**src/rtl/gth_refclk_monitor.sv**
```systemverilog
// Per-channel reference-clock frequency monitor: counts synchronized toggle edges over a shared
// gate window, qualifies each channel's count against a tolerance band and debounces the result.
module gth_refclk_monitor #(
    parameter int NCH         = 16,
    parameter int CNT_W       = 20,
    parameter int GATE_CYCLES = 125000,
    parameter int EXP_CNT     = 10000,
    parameter int TOL         = 50,
    parameter int GOOD_WIN    = 3,
    localparam int SEL_W      = (NCH > 1) ? $clog2(NCH) : 1
) (
    input  logic             clk_125,
    input  logic             rst,
    input  logic [NCH-1:0]   refclk_tgl,
    input  logic [SEL_W-1:0] sel,
    output logic [CNT_W-1:0] sel_count,
    output logic [NCH-1:0]   ok,
    output logic [NCH-1:0]   absent,
    output logic             all_ok,
    output logic             window_done
);

    localparam int GATE_W   = (GATE_CYCLES > 1) ? $clog2(GATE_CYCLES) : 1;
    localparam int STREAK_W = $clog2(GOOD_WIN + 1);
    localparam logic [GATE_W-1:0]   GATE_LAST  = GATE_W'(GATE_CYCLES - 1);
    localparam logic [STREAK_W-1:0] STREAK_MAX = STREAK_W'(GOOD_WIN);
    localparam logic [CNT_W-1:0]    CNT_MAX    = '1;
    // Bounds are kept in 64 bits so a tolerance larger than the expectation clamps at zero.
    localparam logic [63:0] LO_BOUND = (EXP_CNT > TOL) ? 64'(EXP_CNT - TOL) : 64'd0;
    localparam logic [63:0] HI_BOUND = 64'(EXP_CNT) + 64'(TOL);

    logic [NCH-1:0]      sync1_q, sync2_q, hist_q;
    logic [NCH-1:0]      edgeDet;
    logic [GATE_W-1:0]   gate_q;
    logic                terminal;
    logic [CNT_W-1:0]    cnt_q    [NCH];
    logic [CNT_W-1:0]    cnt_d    [NCH];
    logic [CNT_W-1:0]    latch_q  [NCH];
    logic [STREAK_W-1:0] streak_q [NCH];
    logic [STREAK_W-1:0] streak_d [NCH];
    logic [NCH-1:0]      good;
    logic [NCH-1:0]      ok_d;
    logic [NCH-1:0]      ok_q, absent_q;
    logic                allOk_q, windowDone_q;
    logic [CNT_W-1:0]    selCount_q, selCount_d;

    assign edgeDet  = sync2_q ^ hist_q;
    assign terminal = (gate_q == GATE_LAST);

    // cnt_d already includes an edge seen in the terminal cycle, so it is also the value to latch.
    always_comb begin
        for (int i = 0; i < NCH; i++) begin
            cnt_d[i] = cnt_q[i];
            if (edgeDet[i] && (cnt_q[i] != CNT_MAX)) begin
                cnt_d[i] = cnt_q[i] + CNT_W'(1);
            end
            good[i] = (64'(cnt_d[i]) >= LO_BOUND) && (64'(cnt_d[i]) <= HI_BOUND);
            if (!good[i]) begin
                streak_d[i] = '0;
            end else if (streak_q[i] == STREAK_MAX) begin
                streak_d[i] = STREAK_MAX;
            end else begin
                streak_d[i] = streak_q[i] + STREAK_W'(1);
            end
            ok_d[i] = (streak_d[i] == STREAK_MAX);
        end
    end

    always_comb begin
        selCount_d = '0;
        if (32'(sel) < NCH) begin
            selCount_d = latch_q[sel];
        end
    end

    always_ff @(posedge clk_125 or posedge rst) begin
        if (rst) begin
            sync1_q      <= '0;
            sync2_q      <= '0;
            hist_q       <= '0;
            gate_q       <= '0;
            ok_q         <= '0;
            absent_q     <= '0;
            allOk_q      <= 1'b0;
            windowDone_q <= 1'b0;
            selCount_q   <= '0;
            for (int i = 0; i < NCH; i++) begin
                cnt_q[i]    <= '0;
                latch_q[i]  <= '0;
                streak_q[i] <= '0;
            end
        end else begin
            sync1_q      <= refclk_tgl;
            sync2_q      <= sync1_q;
            hist_q       <= sync2_q;
            windowDone_q <= terminal;
            selCount_q   <= selCount_d;
            if (terminal) begin
                gate_q  <= '0;
                ok_q    <= ok_d;
                allOk_q <= &ok_d;
                for (int i = 0; i < NCH; i++) begin
                    latch_q[i]  <= cnt_d[i];
                    cnt_q[i]    <= '0;
                    streak_q[i] <= streak_d[i];
                    absent_q[i] <= (cnt_d[i] == '0);
                end
            end else begin
                gate_q <= gate_q + GATE_W'(1);
                for (int i = 0; i < NCH; i++) begin
                    cnt_q[i] <= cnt_d[i];
                end
            end
        end
    end

    assign sel_count   = selCount_q;
    assign ok          = ok_q;
    assign absent      = absent_q;
    assign all_ok      = allOk_q;
    assign window_done = windowDone_q;

endmodule

```
**config.mk**
```make
export PLATFORM = sky130hd
export DESIGN_NAME = gth_refclk_monitor
export DESIGN_NICKNAME = d
export VERILOG_FILES = /design/src/rtl/gth_refclk_monitor.sv
export SDC_FILE = /design/constraint.sdc
export NUM_CORES = 2
export LEC_CHECK = 0
export CAP_MARGIN = 20
export CORE_MARGIN = 2
export CORE_UTILIZATION = 45
export DETAILED_ROUTE_END_ITERATION = 12
export MAX_ROUTING_LAYER = met4
export RECOVER_POWER = 50
export SLEW_MARGIN = 30
export SYNTH_ARGS = -nofsm -noshare
export SYNTH_HDL_FRONTEND = slang
export SYNTH_SLANG_ARGS = --single-unit
```
**constraint.sdc**
```tcl
create_clock -name clk_125 -period 36.8 [get_ports clk_125]
set_input_delay 9.2 -clock clk_125 [delete_from_list [all_inputs] [get_ports clk_125]]
set_output_delay 9.2 -clock clk_125 [all_outputs]
set_load 0.1 [all_outputs]
```
### Word level (Yosys, flattened, before mapping)

Index checks and enable logic that the tools add are counted.

* reductions and logical operators: 49
* equality and inequality tests: 49
* mux-type cells: 53
* $add $sub $neg: 33
* $lt $le $gt $ge: 33
* bitwise operators: 2

Operator list (number)
* 2-to-1 mux 20 bit: 18
* adder 20 x 1 -> 20 bit (second input constant): 16
* greater-or-equal comparator 20 x 14 -> 1 bit (second input constant): 16
* <= comparator 20 x 14 -> 1 bit (second input constant): 16
* zero test 20 bit: 16
* 2-to-1 mux 320 bit: 1
* inequality test 20 bit (second input constant): 16
* binary-select mux 20 bit (select 4 bit): 1
* == test 2 bit (second input constant): 32
* 2-to-1 mux 2 bit: 32
* adder 2 x 1 -> 2 bit (second input constant): 16
* logical AND 1 bit: 32
* adder 17 x 1 -> 17 bit (second input constant): 1
* == test 17 bit (second input constant): 1
* 2-to-1 mux 17 bit: 1
* AND reduction 16 bit: 1
* bitwise XOR 16 bit: 1
* greater-or-equal comparator 5 bit (second input constant): 1
* NOT 4 -> 5 bit: 1

* word-level logic and storage cells: 276
* bits of input ports: 22
* register bits: 791
* output and inout bits: 54

### Longest topological paths before layout

* word-level depth: 8
* depth in mapped cells: 14

### Least setup slack after synthesis

Ideal clock, no wire load.

* path type: input -> register
* from: input port sel[0]
* to: register selCount_q[0], in the netlist sel_count[0]
* stages: 4
* path buffers: 2
* path slack: 25.701 ns
* data arrival time: 10.960 ns
* cell sequence: clkbuf_1 buf_1 mux4_2 mux4_2

* longest elaborated chain between the ends: 4

Ends and longest elaborated chain
* start: declaration: RTL line 15 `input logic [SEL_W-1:0] sel,`
* NOT 4 -> 5 bit (implied by the code): RTL line 72 `selCount_d = latch_q[sel];`
* binary-select mux 20 bit (select 4 bit): RTL line 72
* 2-to-1 mux 20 bit (implied by the code) (2 in series): RTL line 72
* net selCount_d[0]: RTL line 45 `logic [CNT_W-1:0] selCount_q, selCount_d;`
* end signal: assignment: RTL line 97 `selCount_q <= selCount_d;`
* end: declaration: RTL line 45

The timed path passes the listed nets, and every way through them passes these cells. The select of a mux whose other input is x is not followed.
A chain may end at the register's enable or synchronous reset.

==> run summary <==
I/O Pins: 76
Synth Flop Type: dfrtp_1
Met2 Track Usage GR: 0.408
Seq cells post-synth: 791
Routed WL per cell: 23.1 µm
Initial antenna violation count: 10
Most area-hungry cell type in the Yosys netlist: dfrtp_1
Worst-skew pair later-pin latency: 0.66 ns
Status: finished with violations
Final core utilization: 0.506
Post-synth EDFFs: 0
Worst setup SP type: input port
Period utilization: 0.397
Die Wd: 309 µm
Clock slew at reported path FFs: 0.05 ns
Fmax: 68.5 MHz
Post-Synth Simple-Gate Area: 0.224
Final Critical Period: 14.60 ns
Area growth, synth to finish: 11.0%
Synth Cell Area: 42,000 µm²
Global route hottest layer: met2
Multiplexer share of the synthesized area: 0.0682
Critical path fanouts, max: 92
Slew @ Worst Pin: 8.89 ns
Vias in the first global route: 30,900
Overall die area: 95,700 µm²
Pin count of the biggest net entering global routing: 247
Grt ovf: 0
Vias post-DR: 34,000
Final Wtd Congestion: 0.972
Final net count: 4,409
Library cells used by synthesis: 96
Synth Area in XOR/XNOR: 0.0666
CTS sink count: 791
Layout cells sized above 1: 0.0795
WP data arrival: 14.20 ns
Initial Util: 0.456
Hold_buf cts: 0
Worst Clk Skew: 0.0211 ns
P_leak: 19.5 nW
Post-Synthesis Cells: 4,449
DR iter-0 viols: 3,757
Setup bufs post-CTS: 0
Final Setup Violations: 0
R2R Setup Slk: 25.28 ns
Register Area: 19,800 µm²
Peak VDD IR: 0.0324 mV
R2r endpoint: latch_q[274]
Rel. slew slack: -4.93
RSZ-0062 raised after global routing: no
Num CTS Buffers: 91
DRC viols: 0
Sequential-to-total area share from yosys stat: 0.472
Final Hold Vio Count: 0
Buffers on Ports: 75
Bufs on Longest Clock Path: 3
Post-synthesis compound-gate area fraction: 0.134
HP Class: register to register
Gr usage total: 0.284
Avg Inst Size Synth: 9.43 µm²
Antenna-violating nets left: 0
Slew Viols, Final: 1,148
Area share of the largest cell type after synthesis: 0.472
Worst Setup Path Type: input port to async pin
PwrDens: 52.8 nW/µm²
Synth top area cells: dfrtp_1 (47%), mux4_2 (5.4%), nand2_1 (5.1%)
Syn nets: 4,488
Critical path launch point: rst
Failing checks: max-capacitance violations, max-slew violations
H-Tree Level Count: 3
Rows: 111
Post_cts resized: 0
First-pass GRT wire length: 199,000 µm
Critical Path RT: 36.40 ns
Most frequent cells in the layout: dfrtp_1 (791), nand2_1 (571), nor2_1 (504)
Core area: 92,100 µm²
Length in cells of the worst reg-to-reg path: 7
First drt pass iteration count: 6
Footprint of the multi-input gates: 20,900 µm²
Largest family of logic cells by synthesized area: simple AND/OR/NAND/NOR gates
Critical path endpoint category: async pin
Grt met3 use: 0.0638
Adder-cell share of the synthesized area: 0.00507
Number of fill cells: 8,508
R2r startpoint: gate_q[0]
Vias per cell: 5.98
CTS tree: built
Detailed placer's ending HPWL: 97,900 µm
Final WL: 131,000 µm
Met1 Use GR: 0.393
Ys async rst share: 1.00
Maxcap violations: 13
CP endpoint: sync2_q[10]
Die H: 309 µm
Setup TNS: 0 ns
Synthesis Warnings: 0
Clock tree root buffer cell: clkbuf_16
Commonest non-fill, non-tap cell in the layout: dfrtp_1
## area by class of cell
type / instances / share of cell area
diodes: 7 / 0.000376
clock buffers: 124 / 0.0562
clock inverters: 37 / 0.0102
inverters: 48 / 0.00392
multi-input cells: 3324 / 0.448
flip-flops and latches: 791 / 0.425
well taps: 1243 / 0.0334
repair buffers: 114 / 0.0224
## synth_stat cells, drive strengths merged (9+ instances only)
cell and instances:
dfrtp 791, nand2 572, nor2 504, o21ai 410
clkbuf 248, nand3 193, xnor2 180, a21oi 148
xor2 138, nand4 131, mux4 100, nor3 93
and3 88, nor4 65, and2 49, inv 48
a31oi 42, and4 41, buf 38, mux2i 36
a211oi 32, or4 27, nand2b 26, or3 26
o31ai 24, mux2 22, a21o 21, nor3b 19
or2 18, ha 17, a31o 15, nor2b 15
nor4b 15, o211ai 15, a41oi 14, o21a 14
a2111oi 13, nand3b 13, a211o 12, o2111ai 11
a22o 10, o22ai 10, a311oi 9, nand4b 9
o31a 9
## where the power goes
part / internal [mW] / switching (mW)
Clock: 0.567 / 0.375
Combinational: 0.176 / 0.293
Sequential: 0.932 / 0.115
Total: 1.68 / 0.783
## cells by family after synthesis
| logic type | count (synthesis) |
|---|---|
| mux | 158 |
| simple gates | 1929 |
| xor+xnor | 318 |
| flops | 791 |
| fa+ha+maj | 17 |
| buf+inv | 334 |
| compound gates | 902 |
## worst min-delay path by stage
stage | start | end | slack (ns) | depth (start not counted)
after floorplan | sync1_q[0] | sync2_q[0] | 0.33 | 0
after global placement | sync1_q[8] | sync2_q[8] | 0.33 | 0
after detailed placement | sync1_q[11] | sync2_q[11] | 0.33 | 0
after CTS | sync1_q[11] | sync2_q[11] | 0.35 | 0
after global routing | sync1_q[11] | sync2_q[11] | 0.35 | 0
final | sync1_q[11] | sync2_q[11] | 0.35 | 0
## critical path, stage by stage
cell           delay [ns]
dlygate4sd3_1        0.55
clkinvlp_2           0.87
clkbuf_1             3.44
## metal layers
| metal | routed length, µm | up-vias |
|---|---|---|
| met5 | 0 | - |
| met4 | 5640 | 0 |
| met3 | 10800 | 236 |
| met2 | 57300 | 1168 |
| met1 | 57600 | 16700 |
| li1 | - | 15900 |
## sequential cells by signal, summed over array words and instances, names as in the netlist
register     flops
sync2_q         16
latch_q        320
hist_q          16
streak_q        32
ok              16
all_ok           1
cnt_q          320
gate_q          17
sel_count       20
sync1_q         16
absent          16
window_done      1
## stage by stage
step                hold slack [ns]  power (mW)  area (µm²)  setup WS, ns  instances
CTS                           0.346        2.47       46600         23.77       5679
global placement              0.333        1.52       43500         23.11       5517
floorplan                     0.331        1.39       42000          5.39       4449
detailed placement            0.335        1.52       43500         23.06       5518
finish                        0.345        2.46       46600         22.20       5688
global route                  0.354        2.58       46600         20.96       5685
Power figures use the tool's default switching activity.
